[config.mk]
export PLATFORM = sky130hd
export DESIGN_NAME = handshake_receiver_flat
export DESIGN_NICKNAME = d
export VERILOG_FILES = /design/src/rtl/handshake_pkg.sv /design/src/rtl/handshake_receiver_if.sv /design/src/rtl/handshake_receiver_sync_fifo.sv /design/src/rtl/handshake_receiver.sv /design/src/flat_wrapper.sv
export SDC_FILE = /design/constraint.sdc
export NUM_CORES = 1
export LEC_CHECK = 0
export BUFFER_PORTS_ARGS = -buffer_cell sky130_fd_sc_hd__buf_2
export CAP_MARGIN = 25
export CORE_UTILIZATION = 55
export DETAILED_ROUTE_END_ITERATION = 10
export GPL_TIMING_DRIVEN = 0
export PLACE_DENSITY = 0.8
export SYNTH_ARGS = -nofsm -noshare
export SYNTH_HDL_FRONTEND = slang
export SYNTH_SLANG_ARGS = --single-unit
[constraint.sdc]
create_clock -name clk -period 3.4 [get_ports clk]
set_clock_uncertainty 0.1 [all_clocks]
set_input_delay 0.68 -clock clk [delete_from_list [all_inputs] [get_ports clk]]
set_output_delay 0.68 -clock clk [all_outputs]
set_load 0.005 [all_outputs]
[src/rtl/handshake_pkg.sv]
// Shared defaults and counter types for the handshake sender/receiver pair.
package handshake_pkg;

    localparam int unsigned DEF_DW          = 8;
    localparam int unsigned DEF_DEPTH       = 4;
    localparam int unsigned DEF_FIRST_VALUE = 1;

    localparam int unsigned RCV_CNT_W = 16;
    localparam int unsigned ERR_CNT_W = 8;

    typedef logic [RCV_CNT_W-1:0] rcv_cnt_t;
    typedef logic [ERR_CNT_W-1:0] err_cnt_t;

    localparam err_cnt_t ERR_CNT_MAX = '1;

    // Saturating increment for the error counter.
    function automatic err_cnt_t err_cnt_inc(input err_cnt_t c);
        return (c == ERR_CNT_MAX) ? c : c + err_cnt_t'(1);
    endfunction

endpackage

[src/rtl/handshake_receiver_if.sv]
// Upstream valid/ready/data channel between a sequence sender and the receiver.
interface handshake_receiver_if
    import handshake_pkg::*;
#(
    parameter int unsigned DW = DEF_DW
);
    logic          valid_i;
    logic [DW-1:0] data_i;
    logic          ready_o;

    modport master (output valid_i, output data_i, input ready_o);
    modport slave  (input valid_i, input data_i, output ready_o);
endinterface

[src/rtl/handshake_receiver_sync_fifo.sv]
// Single-clock FIFO with occupancy count; head is the oldest entry.
module sync_fifo
    import handshake_pkg::*;
#(
    parameter int unsigned DW    = DEF_DW,
    parameter int unsigned DEPTH = DEF_DEPTH
) (
    input  logic                     clk,
    input  logic                     rst,
    input  logic                     push,
    input  logic                     pop,
    input  logic [DW-1:0]            din,
    output logic                     full,
    output logic                     empty,
    output logic [$clog2(DEPTH):0]   level,
    output logic [DW-1:0]            head
);
    localparam int unsigned AW = $clog2(DEPTH);
    localparam int unsigned LW = AW + 1;

    logic [DW-1:0] mem [DEPTH];
    logic [AW-1:0] wptr;
    logic [AW-1:0] rptr;
    logic [LW-1:0] count;
    logic          do_push;
    logic          do_pop;

    // Guard against overflow/underflow even if the caller does not.
    assign do_push = push && !full;
    assign do_pop  = pop && !empty;

    assign full  = (count == LW'(DEPTH));
    assign empty = (count == '0);
    assign level = count;
    assign head  = mem[rptr];

    // Pointer and occupancy tracking; pointers wrap naturally as DEPTH is a power of 2.
    always_ff @(posedge clk or posedge rst) begin
        if (rst) begin
            wptr  <= '0;
            rptr  <= '0;
            count <= '0;
        end else begin
            if (do_push) wptr <= wptr + AW'(1);
            if (do_pop)  rptr <= rptr + AW'(1);
            case ({do_push, do_pop})
                2'b10:   count <= count + LW'(1);
                2'b01:   count <= count - LW'(1);
                default: count <= count;
            endcase
        end
    end

    // Storage array; contents are don't-care while empty so it is not reset.
    always_ff @(posedge clk) begin
        if (do_push) mem[wptr] <= din;
    end

endmodule

[src/rtl/handshake_receiver.sv]
// Sequence receiver: buffers accepted data and checks it forms an incrementing sequence.
module handshake_receiver
    import handshake_pkg::*;
#(
    parameter int unsigned DW          = DEF_DW,
    parameter int unsigned DEPTH       = DEF_DEPTH,
    parameter int unsigned FIRST_VALUE = DEF_FIRST_VALUE
) (
    input  logic                   clk,
    input  logic                   rst,
    input  logic                   random_stall,
    handshake_receiver_if.slave    up,
    input  logic                   drain_en,
    output logic                   out_valid,
    output logic [DW-1:0]          out_data,
    output logic [$clog2(DEPTH):0] level,
    output rcv_cnt_t               rcv_cnt,
    output logic                   err_o,
    output err_cnt_t               err_cnt
);
    logic          full;
    logic          empty;
    logic          accept;
    logic          pop;
    logic [DW-1:0] head;
    logic [DW-1:0] exp_val;

    // Ready ignores a same-cycle pop so the path from drain_en stays out of ready_o.
    assign up.ready_o = !rst && !full && !random_stall;
    assign accept     = up.valid_i && up.ready_o;
    assign out_valid  = !empty;
    assign pop        = out_valid && drain_en;
    assign out_data   = out_valid ? head : '0;

    sync_fifo #(
        .DW    (DW),
        .DEPTH (DEPTH)
    ) u_fifo (
        .clk   (clk),
        .rst   (rst),
        .push  (accept),
        .pop   (pop),
        .din   (up.data_i),
        .full  (full),
        .empty (empty),
        .level (level),
        .head  (head)
    );

    // Sequence checker: resync to the received value on every acceptance.
    always_ff @(posedge clk or posedge rst) begin
        if (rst) begin
            exp_val <= DW'(FIRST_VALUE);
            err_o   <= 1'b0;
            err_cnt <= '0;
            rcv_cnt <= '0;
        end else if (accept) begin
            exp_val <= up.data_i + DW'(1);
            rcv_cnt <= rcv_cnt + rcv_cnt_t'(1);
            if (up.data_i != exp_val) begin
                err_o   <= 1'b1;
                err_cnt <= err_cnt_inc(err_cnt);
            end
        end
    end

endmodule

[src/flat_wrapper.sv]
// flat-port wrapper written by rule: the top's interface ports become plain ports
module handshake_receiver_flat import handshake_pkg::*;
#(
    parameter int unsigned DW          = DEF_DW,
    parameter int unsigned DEPTH       = DEF_DEPTH,
    parameter int unsigned FIRST_VALUE = DEF_FIRST_VALUE
)
  (clk, rst, random_stall, drain_en, out_valid, out_data, level, rcv_cnt, err_o, err_cnt, up_valid_i, up_data_i, up_ready_o);
  handshake_receiver_if #(.DW(DW)) up_i ();
  input  logic clk;
  input  logic rst;
  input  logic random_stall;
  input  logic drain_en;
  output logic out_valid;
  output logic [DW-1:0] out_data;
  output logic [$clog2(DEPTH):0] level;
  output rcv_cnt_t rcv_cnt;
  output logic err_o;
  output err_cnt_t err_cnt;
  input wire logic [$bits(up_i.valid_i)-1:0] up_valid_i;
  input wire logic [$bits(up_i.data_i)-1:0] up_data_i;
  output wire logic [$bits(up_i.ready_o)-1:0] up_ready_o;
  assign up_i.valid_i = up_valid_i;
  assign up_i.data_i = up_data_i;
  assign up_ready_o = up_i.ready_o;
  handshake_receiver #(.DW(DW), .DEPTH(DEPTH), .FIRST_VALUE(FIRST_VALUE)) u_core (.clk(clk), .rst(rst), .random_stall(random_stall), .up(up_i), .drain_en(drain_en), .out_valid(out_valid), .out_data(out_data), .level(level), .rcv_cnt(rcv_cnt), .err_o(err_o), .err_cnt(err_cnt));
endmodule
[Word level (Yosys, flattened, before mapping)]
Memory sizes are Yosys's and may differ from the RTL's.
Index checks and enable logic that the tools add are counted.
Storage, ports and cells
  logic and storage cells: 39
  memories kept: 1
  output and inout bits: 38
  RAM bits: 32
  input bits: 13
  bits in registers: 40
Operators by class
  mux-type cells: 4
  bitwise logic cells: 1
  equal/unequal tests: 5
  add/sub/neg operators: 7
  reduce and logical (&&, ||, !) cells: 14
Memory list
  u_core.u_fifo.mem: depth 4, bits a word 8, read ports 1, clocked after Yosys merged registers in 0, write ports 1, RTL line handshake_receiver_sync_fifo.sv:21  | logic [DW-1:0] mem [DEPTH];
Operators with widths (number)
  $add 16x1->16 const B: 1
  $add 8x1->8 const B: 2
  $eq 8x8->1 const B: 1
  $mux 8: 1
  $ne 8x8->1: 1
  $logic_and 1x1->1: 6
  $pmux 3 s2: 1
  $add 2x1->2 const B: 2
  $logic_not 1->1: 4
  $add 3x1->3 const B: 1
  $eq 3x3->1 const B: 1
  $logic_not 3->1: 1
  $reduce_and 3->1: 1
  $sub 3x1->3 const B: 1
  $eq 2x1->1 const B: 1
  $eq 2x2->1 const B: 1
  $mux 1: 2
  $reduce_and 2->1: 1
  $reduce_bool 2->1: 1
  $not 1->1: 1

[Depth between registers and ports, before layout]
Gate-level depths: netlist (run 1).
  depth after elaboration: 8
  depth in mapped cells: 13

[Modules after synthesis]
From an unflattened synthesis (run 1), not the netlist that was laid out.
Unflattened totals
  cells, all modules: 243
  area total of the unflattened synthesis: 3275.6 µm²
By module, submodules not included
  handshake_receiver: instances 1, cells an instance 163, area each 1679.1 µm²
  sync_fifo: instances 1, cells an instance 80, area each 1596.5 µm²

[Least setup slack after synthesis (run 1)]
Ideal clock, no wire load.
  path kind: register -> register
  start: register u_core.u_fifo.count[0], in the netlist u_core.u_fifo.level[0]
  end: register u_core.u_fifo.count[2], in the netlist u_core.u_fifo.level[2]
  cell stages (with the launch flop): 14
  clock period less this slack: 2596 ps
  required time: 3221 ps
  data arrival time: 2417 ps
  path slack: 804 ps
  library setup time: 79 ps
  cells stage by stage: dfrtp_1 > or3b_1 > buf_2 > and2_4 > buf_6 > clkinv_4 > buf_8 > buf_8 > ha_1 > inv_1 > fa_1 > xor2_1 > nor2_1 > xor2_1
On the way
  cells in the longest elaborated chain, start to end: 8
RTL lines
  start: declaration: RTL line handshake_receiver_sync_fifo.sv:24  | logic [LW-1:0] count;
  start signal: assignment: RTL line handshake_receiver_sync_fifo.sv:47  | 2'b10: count <= count + LW'(1);
  start signal: assignment: RTL line handshake_receiver_sync_fifo.sv:48  | 2'b01: count <= count - LW'(1);
  start signal: assignment: RTL line handshake_receiver_sync_fifo.sv:49  | default: count <= count;
  $eq 3x3->1: RTL line handshake_receiver_sync_fifo.sv:32  | assign full = (count == LW'(DEPTH));
  $logic_not 1->1: RTL line handshake_receiver_sync_fifo.sv:29, handshake_receiver.sv:29
  $logic_and 1x1->1 (2 in series): RTL line handshake_receiver.sv:29  | assign up.ready_o = !rst && !full && !random_stall;
  $logic_and 1x1->1: RTL line handshake_receiver.sv:30  | assign accept = up.valid_i && up.ready_o;
  $logic_and 1x1->1: RTL line handshake_receiver_sync_fifo.sv:29  | assign do_push = push && !full;
  $eq 2x1->1 / $eq 2x2->1 (equally long branches): RTL line handshake_receiver_sync_fifo.sv:46  | case ({do_push, do_pop})
  $pmux 3 s2 / $reduce_bool 2->1 (equally long branches)
Several ways; a longest one is shown, not always the timed one.
A chain may end at the register's enable or synchronous reset.

[Final worst setup path (run 1)]
Ends and elaborated chain as after synthesis.

==> impl_metrics.csv, run 1 <==
group,metric,value,unit
clock_tree,clk_pin_slew_worst_paths,0.08,ns
hold_path,min_path_type,"reg -> reg",
finish,diodes,0,
floorplan,dieHeight,79.5,um
finish,fill_cells,418,
route,drc,0,
sta,fin_ws,0.608,ns
sta,fin_crit_sh,82.1,%
global_route,grt-ovfl-total,0,
sta,finalHoldViolations,0,
floorplan,fp.dieW,79.5,um
synthesis,ys_types,37,
power_and_ir_drop,cellPowerDensity,691,nW/um^2
place,io_buffer_count,50,
floorplan,io_pins,51,
hold_path,min_from,"u_core.err_o",
sta,fin_crit,2.79,ns
floorplan,start_util,58.6,%
place,place_area,3640,um^2
global_route,grt_pass1_vias,1964,
global_route,grt_usage,20.5,%
synthesis,yosysSeqAreaShare,59.4,%
finish,utilization,68.3,%
synthesis,synthArstFlopShare,55.6,%
synthesis,synth_fp_nets,265,
sta,maxSlewHeadroom,44.4,%
setup_path,crit_type,"reg -> reg",
finish,drive_gt1_share,29.4,%
route,drt_iter0_markers,70,
route,routed_wirelength,5.82,mm
route,wl_per_cell,15.3,um
route,ant_nets,0,
status,status,"completed",
clock_tree,cts_max_level,3,
setup_path,arrival,2.96,ns
place,gp_congestion,0.734,
finish,stdcell_area,3850,um^2
synthesis,synth_area,3300,um^2
clock_tree,cts_setup_buffers,0,
clock_tree,cts-buffers-inserted,9,
route,firstDrtPassIters,4,
clock_tree,holdBufCountCts,0,
floorplan,rows,27,
setup_path,start_kind,"flop",
synthesis,postSynthCellCount,243,
floorplan,core,5640,um^2
clock_tree,cts_root_buffer,"clkbuf_8",
synthesis,synthFlopType,"dfrtp_1",
sta,setup_viol,0,
synthesis,synth_area_per_cell,13.6,um^2
clock_tree,cts.sinks,72,
synthesis,yosysWarningCount,0,
setup_path,timing.rr.start,"u_core.u_fifo.level[0]",
finish,nets,326,
floorplan,dieArea,6320,um^2
finish,syn_to_final_growth,16.7,%
route,via_count,2043,
clock_tree,cts_buffer_depth,2,
setup_path,path_max_fanout,10,
flow_run,maxCapViolCount,0,
global_route,antenna_found_initial,0,
setup_path,critPathRequiredTime,3.57,ns
global_route,grt_max_degree,41,
sta,tightest_slew,0.832,ns
place,hpwl,4.03,mm
power_and_ir_drop,ir_drop,418,uV
sta,rsz0062_at_grt,"false",
sta,drv_slew,0,
clock_tree,cts-resized-gates,0,
sta,fin_setup_tns,0,ns
clock_tree,worstSkewPairLatency,0.34,ns
power_and_ir_drop,power_leakage,1.67,nW
sta,timing.fmax,358,MHz
clock_tree,cts_tree,"yes",
setup_path,cp-end-kind,"flop",
setup_path,cp-startpoint,"u_core.u_fifo.level[0]",
place,dp_slack,0.423,ns
synthesis,synth-edff-count,32,
synthesis,synth_seq_cells,72,
route,viasPerCell,5.36,
global_route,grt_first_pass_wirelength,9.38,mm
==> cell usage after synthesis, types with 6 or more instances <==
master    instances  share of area, %
xor2_1           15               4.0
nand2_1          25               2.8
dfrtp_1          39                30
mux4_2            8               5.5
inv_1             6              0.68
and3_1           10               1.9
nand3_1          13               2.0
ha_1              8               3.0
xnor2_1          24               6.4
and2_1           10               1.9
nand4_1           7               1.3
edfxtp_1         32                29
==> final timing paths <==
check	depth (start not counted)	slack (ns)	to
max	13	0.61	u_core.u_fifo.level[2]
min	1	0.37	u_core.err_o
max reg2reg	13	0.61	u_core.u_fifo.level[2]
min reg2reg	1	0.37	u_core.err_o
max in group asynchronous	2	2.24	u_core.err_cnt[3]
min in group asynchronous	2	0.42	u_core.rcv_cnt[15]
==> critical path: stages (launching register included) <==
cell	delay, ns
dfrtp_1	0.44
or3b_1	0.37
buf_2	0.17
and2_4	0.14
buf_6	0.14
clkinv_4	0.06
buf_8	0.14
buf_8	0.14
ha_1	0.18
inv_1	0.06
fa_1	0.37
xor2_1	0.15
nor2_1	0.11
xor2_1	0.14
==> per-layer routing <==
metal	GRT usage, %	up-vias	wire (um)
met2	32.6	48	2900
li1	-	977	-
met5	0	-	0
met4	10.4	0	78
met1	26.7	1010	2630
met3	4.11	8	218
==> layout make-up <==
class	instances	area, um^2	share of cell area, %
multi-input cells	157	1250	32.5
well taps	72	90.1	2.34
repair buffers	50	250	6.49
inverters	7	31.3	0.811
clock buffers	9	124	3.21
flip-flops and latches	72	1960	50.9
clock inverters	7	86.3	2.24
plain buffers	7	58.8	1.53
==> report_power, final <==
group / leakage, nW / total, W / switching (W) / internal [W]
combinational: 0.761 / 0.000758 / 0.000355 / 0.000403
clock: 0.108 / 0.000711 / 0.000304 / 0.000407
sequential: 0.800 / 0.00119 / 0.000131 / 0.00106
==> sequential cells by signal, summed over array words and instances, names as in the netlist <==
register and flops:
u_core.err_cnt 8, u_core.exp_val 8, u_core.u_fifo.level 3, u_core.err_o 1
u_core.u_fifo.wptr 2, u_core.u_fifo.mem 32, u_core.u_fifo.rptr 2, u_core.rcv_cnt 16
==> per-stage QoR <==
| stage | hold slack [ns] | instances | total power (W) |
|---|---|---|---|
| CTS | 0.379 | 381 | 0.00269 |
| detailed placement | 0.360 | 365 | 0.00198 |
| floorplan | 0.361 | 243 | 0.00171 |
| global route | 0.405 | 381 | 0.00282 |
| global placement | 0.356 | 365 | 0.00194 |
| finish | 0.372 | 381 | 0.00266 |
==> cell families after synthesis <==
kind of cell    after synthesis  share of synthesized area, %
simple gates                 86                          14.2
flops                        72                          59.4
xor+xnor                     39                          10.3
buf+inv                      14                          2.73
mux                          13                          7.23
compound gates               10                          2.50
fa+ha+maj                     9                          3.64
==> cells in the final DEF, fill, tap and decap left out, types with 7 or more instances in the layout <==
| master | instances |
|---|---|
| edfxtp_1 | 32 |
| nand2_1 | 25 |
| xor2_1 | 15 |
| and2_1 | 10 |
| xnor2_1 | 24 |
| and3_1 | 10 |
| dfrtp_1 | 39 |
| clkbuf_8 | 9 |
| mux4_2 | 8 |
| buf_2 | 52 |
| ha_1 | 8 |
| nand3_1 | 13 |
| nand4_1 | 7 |
No activity file was read; power rests on OpenSTA's default activity.
==> run 2: changes to the inputs <==
--- a/config.mk
+++ b/config.mk
@@ -5,12 +5,13 @@
 export SDC_FILE = /design/constraint.sdc
 export NUM_CORES = 1
 export LEC_CHECK = 0
+export ABC_AREA = 1
 export BUFFER_PORTS_ARGS = -buffer_cell sky130_fd_sc_hd__buf_2
 export CAP_MARGIN = 25
-export CORE_UTILIZATION = 55
+export CORE_UTILIZATION = 51
 export DETAILED_ROUTE_END_ITERATION = 10
 export GPL_TIMING_DRIVEN = 0
-export PLACE_DENSITY = 0.8
+export PLACE_DENSITY = 0.77
 export SYNTH_ARGS = -nofsm -noshare
 export SYNTH_HDL_FRONTEND = slang
 export SYNTH_SLANG_ARGS = --single-unit
==> constraint.sdc (replaced) <==
create_clock -name clk -period 2.4 [get_ports clk]
set_clock_uncertainty 0.1 [all_clocks]
set_input_delay 0.48 -clock clk [delete_from_list [all_inputs] [get_ports clk]]
set_output_delay 0.48 -clock clk [all_outputs]
set_load 0.005 [all_outputs]
==> run 2 against run 1 <==
Against the previous run: cell area up 5.0%; total power up 44%; core utilization down 6.4 points; global-route usage down 0.37 points; critical path depth down 7; clock power up 15%; wire length up 16%; first-iteration DRC count up 83%; critical endpoint is now out_data[7]; critical path type is now reg -> out.
==> impl_metrics.csv, run 2 <==
group,metric,value,unit
power_and_ir_drop,power.switching,0.00142,W
power_and_ir_drop,p_seq_share,45.5,%
route,firstDrtPassIters,4,
synthesis,synth_top_family_by_area,"simple AND/OR/NAND/NOR gates",
hold_path,min_path_type,"in -> async",
finish,instances_no_fill,525,
setup_path,arrival,1.64,ns
sta,fin_crit_sh,92.6,%
global_route,grt_usage,20.1,%
synthesis,synth_compound_area_share,5.88,%
synthesis,ys_top_cells_by_count,"nand2_1, nor2_1, inv_1",
global_route,grt_max_degree,41,
clock_tree,holdBufCountCts,0,
floorplan,rows,29,
clock_tree,worstSkewPairLatency,0.34,ns
clock_tree,cts_buffer_depth,2,
synthesis,yosys-top-cells-area,"dfrtp_1, edfxtp_1, nand2_1, nor2_1, inv_1",
global_route,antenna_found_initial,0,
synthesis,synth_area_per_cell,9.20,um^2
sta,timing.fmax,450,MHz
place,dp_cells,511,
sta,maxSlewHeadroom,43.9,%
power_and_ir_drop,power_leakage,1.90,nW
clock_tree,cts_root_buffer,"clkbuf_8",
sta,setup_viol,0,
global_route,grt-ovfl-total,0,
clock_tree,cts_max_level,3,
clock_tree,cts-buffers-inserted,9,
synthesis,synthXorXnorAreaFrac,5.95,%
sta,finalHoldViolations,0,
route,drt_iter0_markers,128,
finish,top_regs,"u_core.u_fifo.mem x32, u_core.rcv_cnt x16",
global_route,grt_first_pass_wirelength,11.3,mm
synthesis,synth-simple-area-share,23.0,%
synthesis,synthArstFlopShare,55.6,%
flow_run,maxCapViolCount,0,
synthesis,synthAdderAreaFrac,3.40,%
finish,fill_cells,573,
place,gp_congestion,0.823,
floorplan,dieHeight,85.2,um
finish,drive_gt1_share,19.2,%
floorplan,fp.dieW,85.2,um
finish,mostFrequentLayoutCells,"nand2_1, nor2_1, buf_2, inv_1, dfrtp_1",
place,io_buffer_count,50,
synthesis,synth_top_cell_by_area,"dfrtp_1",
route,viasPerCell,5.16,
clock_tree,cts_tree,"yes",
clock_tree,cts_setup_buffers,0,
route,drc,0,
synthesis,postSynthCellCount,384,
sta,drv_slew,0,
clock_tree,cts.sinks,72,
power_and_ir_drop,power_frac_comb,33.3,%
clock_tree,clk_pin_slew_worst_paths,0.07,ns
synthesis,ys_types,29,
synthesis,synth_seq_cells,72,
synthesis,synth_area,3530,um^2
setup_path,critPathRequiredTime,1.82,ns
route,via_count,2711,
floorplan,dieArea,7270,um^2
finish,syn_to_final_growth,14.6,%
power_and_ir_drop,total_power,0.00385,W
floorplan,core,6530,um^2
setup_path,start_kind,"flop",
sta,rsz0062_at_grt,"false",
finish,largest_reg_flops,32,
floorplan,io_pins,51,
floorplan,start_util,54.1,%
finish,final_common_cell,"nand2_1",
power_and_ir_drop,cellPowerDensity,950,nW/um^2
power_and_ir_drop,p_clk_share,21.2,%
setup_path,path_max_fanout,9,
place,hpwl,4.80,mm
setup_path,cp-end-kind,"primary output",
power_and_ir_drop,swShare,36.9,%
sta,tightest_slew,0.840,ns
finish,largest_register,"u_core.u_fifo.mem",
synthesis,synth-edff-count,32,
finish,seq_area,1960,um^2
finish,utilization,62.0,%
synthesis,synth_top_cell_area_share,27.6,%
synthesis,synthFlopType,"dfrtp_1",
finish,nets,465,
synthesis,synth_mux_area_share,0,%
power_and_ir_drop,ir_drop,516,uV
setup_path,cp-startpoint,"u_core.u_fifo.rptr[1]",
route,wl_per_cell,12.9,um
setup_path,crit_type,"reg -> out",
synthesis,synth_fp_nets,406,
status,status,"completed",
synthesis,yosysWarningCount,0,
power_and_ir_drop,p_int,0.00243,W
finish,diodes,0,
setup_path,timing.rr.start,"u_core.u_fifo.level[1]",
sta,fin_crit,2.22,ns
synthesis,yosysSeqAreaShare,55.6,%
finish,multi_input_area,1360,um^2
global_route,grt_pass1_vias,2482,
route,routed_wirelength,6.76,mm
synthesis,yosysMostFrequentCell,"nand2_1",
route,ant_nets,0,
-- run 2: cell types whose count changed after synthesis, moves of 4 or more --
cell	previous run	this run
a21oi_1	0	9
and2_1	10	0
and3_1	10	0
inv_1	6	42
inv_2	0	4
mux4_2	8	0
nand2_1	25	86
nand4_1	7	14
nor2_1	5	53
o21ai_0	3	30
o21ai_2	5	0
xnor2_1	24	11
-- run 2: power groups by stage --
stage | clock network (W) | registers (W) | logic (W)
after floorplan | 0 | 0.00173 | 0.000837
after global placement | 0 | 0.00175 | 0.00122
after detailed placement | 0 | 0.00176 | 0.00128
after CTS | 0.000829 | 0.00174 | 0.00128
after global routing | 0.000882 | 0.00178 | 0.00146
final | 0.000815 | 0.00175 | 0.00128
-- run 2: kinds of logic after synthesis --
| kind of cell | count (synthesis) |
|---|---|
| adder cells (fa/ha/maj) | 9 |
| AND/OR/NAND/NOR | 183 |
| AO/OA/AOI/OAI | 41 |
| flip-flops | 72 |
| buffers and inverters | 55 |
| XOR/XNOR | 24 |
-- run 2: worst paths after layout --
path,cells past startpoint,end,slack [ns]
worst max-delay path,6,out_data[7],0.18
worst min-delay path,2,u_core.rcv_cnt[11],0.21
worst max register to register,9,u_core.u_fifo.level[2],0.26
worst min register to register,1,u_core.err_o,0.36
max in group asynchronous,2,u_core.u_fifo.wptr[1],1.46
min in group clk,1,u_core.u_fifo.mem[2][5],0.32
-- run 2: worst max-delay path, stage by stage, from the launching register on --
cell and delay [ns]:
dfrtp_1 0.34, buf_2 0.24, clkinvlp_4 0.23, nor2_1 0.14, o21ai_0 0.10, a21oi_1 0.14, buf_2 0.12
-- run 2: repair_timing --
item	4_1_cts	5_1_grt
resized for setup	0	3
endpoints found under the setup margin	2	6
cloned	0	0
-- run 2: per-stage QoR --
| stage | TNS (ns) | setup WS (ns) | cell area (um^2) | hold slack, ns |
|---|---|---|---|---|
| floorplan | 0 | 0.201 | 3530 | 0.351 |
| global placement | 0 | 0.000104 | 3880 | 0.338 |
| global route | 0 | 0.000716 | 4050 | 0.286 |
| detailed placement | -0.174 | -0.0591 | 3880 | 0.339 |
| CTS | 0 | 0.0381 | 4040 | 0.238 |
| finish | 0 | 0.177 | 4050 | 0.213 |
-- run 2: layout make-up --
cell class | instances | area share, %
timing repair buffer | 50 | 6.18
clock inverter | 7 | 0.958
inverter | 47 | 4.45
multi-input combinational | 257 | 33.5
buffer | 6 | 0.927
tap | 77 | 2.38
clock buffer | 9 | 3.06
sequential | 72 | 48.5
-- run 2: layer usage --
| metal | share of wire [%] | GRT usage, % | wire length, um |
|---|---|---|---|
| met1 | 45 | 25.9 | 3060 |
| met2 | 49 | 33.3 | 3310 |
| met3 | 3.8 | 3.60 | 259 |
| met4 | 1.9 | 9.40 | 130 |
| met5 | 0 | 0 | 0 |
==> run 3: changes to the inputs <==
--- a/config.mk
+++ b/config.mk
@@ -8,10 +8,10 @@
 export ABC_AREA = 1
 export BUFFER_PORTS_ARGS = -buffer_cell sky130_fd_sc_hd__buf_2
 export CAP_MARGIN = 25
-export CORE_UTILIZATION = 51
+export CORE_UTILIZATION = 55
 export DETAILED_ROUTE_END_ITERATION = 10
 export GPL_TIMING_DRIVEN = 0
-export PLACE_DENSITY = 0.77
+export PLACE_DENSITY = 0.79
 export SYNTH_ARGS = -nofsm -noshare
 export SYNTH_HDL_FRONTEND = slang
 export SYNTH_SLANG_ARGS = --single-unit
==> constraint.sdc (replaced) <==
create_clock -name clk -period 2.7 [get_ports clk]
set_clock_uncertainty 0.1 [all_clocks]
set_input_delay 0.54 -clock clk [delete_from_list [all_inputs] [get_ports clk]]
set_output_delay 0.54 -clock clk [all_outputs]
set_load 0.005 [all_outputs]
==> run 3 against run 2 <==
Against the previous run: clock power is 1% lower; core utilization increased by 5.1 points; worst hold slack gained 0.062 ns; setup slack improved by 0.088 ns; wire length shrank 1.4%; count of clock-buffer cells in the layout unchanged; critical path type is now reg -> reg; total power fell by 9.8%; cell count unchanged; via count decreased by 1.7%; flip-flop and latch count did not move.
==> impl_metrics.csv, run 3 (synthesized netlist as in run 2, its figures left out) <==
group,metric,value,unit
clock_tree,cts_buffer_depth,2,
sta,fin_setup_tns,0,ns
finish,seq_area,1960,um^2
floorplan,io_pins,51,
sta,setup_viol,0,
route,drt_iter0_markers,129,
finish,diodes,0,
sta,fin_ws,0.265,ns
finish,syn_to_final_growth,15.0,%
route,viasPerCell,5.08,
setup_path,r2r_cells,10,
sta,fin_crit_sh,90.2,%
power_and_ir_drop,ir_drop,605,uV
clock_tree,cts-resized-gates,0,
global_route,grt_usage,22.2,%
setup_path,start_kind,"flop",
floorplan,core,6060,um^2
finish,utilization,67.1,%
power_and_ir_drop,total_power,0.00347,W
clock_tree,holdBufCountCts,0,
setup_path,timing.rr.start,"u_core.u_fifo.level[1]",
route,routed_wirelength,6.66,mm
clock_tree,clk_pin_slew_worst_paths,0.07,ns
clock_tree,cts_setup_buffers,0,
route,wl_per_cell,12.7,um
flow_run,maxCapViolCount,0,
floorplan,fp.dieW,82.2,um
finish,top_regs,"u_core.u_fifo.mem x32, u_core.rcv_cnt x16",
finish,final_common_cell,"nand2_1",
setup_path,cp-end-kind,"flop",
sta,tightest_slew,0.825,ns
finish,mostFrequentLayoutCells,"nand2_1, buf_2, nor2_1, inv_1, dfrtp_1",
route,via_count,2665,
floorplan,dieArea,6750,um^2
setup_path,crit_path_top_delay_cell,"dfrtp_1",
place,gp_congestion,0.813,
clock_tree,cts.sinks,72,
setup_path,critPathTopFamily,"adder cells",
setup_path,worst-r2r-setup-slack,0.27,ns
floorplan,rows,28,
setup_path,cp_cell_sequence,"inv_1 -> nand3_2 -> nand3_4 -> buf_1 -> ha_1 -> inv_1 -> fa_1 -> a21oi_1 -> o21ai_0 -> xnor2_1",
finish,largest_register,"u_core.u_fifo.mem",
finish,instances_no_fill,525,
setup_path,arrival,2.56,ns
finish,largest_reg_flops,32,
route,drc,0,
place,io_buffer_count,50,
setup_path,cp_slowest_stage_delay,0.41,ns
route,firstDrtPassIters,4,
setup_path,crit_type,"reg -> reg",
setup_path,crit_buf_inv,3,
setup_path,reg2reg_to,"u_core.u_fifo.level[2]",
global_route,grt_max_degree,41,
clock_tree,cts-buffers-inserted,9,
floorplan,dieHeight,82.2,um
place,hpwl,4.73,mm
finish,fill_cells,488,
global_route,grt-ovfl-total,0,
global_route,antenna_found_initial,0,
place,dp_cells,509,
status,status,"completed",
clock_tree,cts_root_buffer,"clkbuf_8",
sta,drv_slew,0,
sta,rsz0062_at_grt,"false",
clock_tree,cts_max_level,3,
setup_path,critPathRequiredTime,2.82,ns
global_route,grt_pass1_vias,2514,
finish,drive_gt1_share,18.7,%
sta,timing.fmax,411,MHz
sta,maxSlewHeadroom,44.9,%
finish,multi_input_area,1350,um^2
power_and_ir_drop,power_leakage,1.91,nW
place,dp_slack,0.177,ns
setup_path,worst_path_most_repeated_cell,"inv_1",
sta,finalHoldViolations,0,
floorplan,start_util,58.3,%
global_route,grt_first_pass_wirelength,11.1,mm
sta,fin_crit,2.43,ns
power_and_ir_drop,cellPowerDensity,853,nW/um^2
hold_path,min_path_type,"in -> async",
finish,nets,467,
clock_tree,cts_tree,"yes",
route,ant_nets,0,
clock_tree,worstSkewPairLatency,0.33,ns
setup_path,path_max_fanout,10,
[run 3: cell count changes in the layout (fill, tap and decap cells not counted), sizes merged]
cell      change
buf           +2
bufinv        +1
clkinvlp      -1
[run 3: how the worst max path moves through the flow]
stage                            from                 endpoint  slack (ns)  depth (start not counted)
2_1_floorplan  u_core.u_fifo.level[0]   u_core.u_fifo.level[2]        0.50                         10
3_3_place_gp                      rst   u_core.u_fifo.level[2]        0.26                         10
3_5_place_dp                      rst  u_core.u_fifo.mem[0][6]        0.18                          5
4_1_cts        u_core.u_fifo.level[0]   u_core.u_fifo.level[2]        0.25                         10
5_1_grt        u_core.u_fifo.level[1]   u_core.u_fifo.level[2]        0.10                         10
6_report       u_core.u_fifo.level[1]   u_core.u_fifo.level[2]        0.27                         10
[run 3: power by group]
group          internal [W]  total [W]  switching [W]
registers           0.00135    0.00154       0.000190
logic              0.000473    0.00112       0.000645
clock network      0.000417   0.000807       0.000390
total               0.00224    0.00347        0.00122
[run 3: layout make-up]
| type | instances | area share, % |
|---|---|---|
| Buffer | 8 | 1.05 |
| Timing Repair Buffer | 50 | 6.16 |
| Inverter | 47 | 4.34 |
| Tap cell | 75 | 2.31 |
| Clock inverter | 7 | 1.54 |
| Multi-Input combinational cell | 257 | 33.3 |
| Sequential cell | 72 | 48.3 |
| Clock buffer | 9 | 3.05 |
[run 3: per-layer routing]
| layer | track usage [%] | vias to the layer above | share of wire (%) |
|---|---|---|---|
| met1 | 26.8 | 1243 | 44 |
| li1 | - | 1361 | - |
| met4 | 10.0 | 0 | 1.2 |
| met5 | 0 | - | 0 |
| met3 | 4.84 | 8 | 3.7 |
| met2 | 38.1 | 53 | 51 |
[run 3: metrics by stage]
stage | area, um^2 | hold slack [ns]
final | 4060 | 0.275
after global placement | 3880 | 0.339
after floorplan | 3530 | 0.351
after global routing | 4060 | 0.350
after detailed placement | 3880 | 0.343
after CTS | 4060 | 0.302
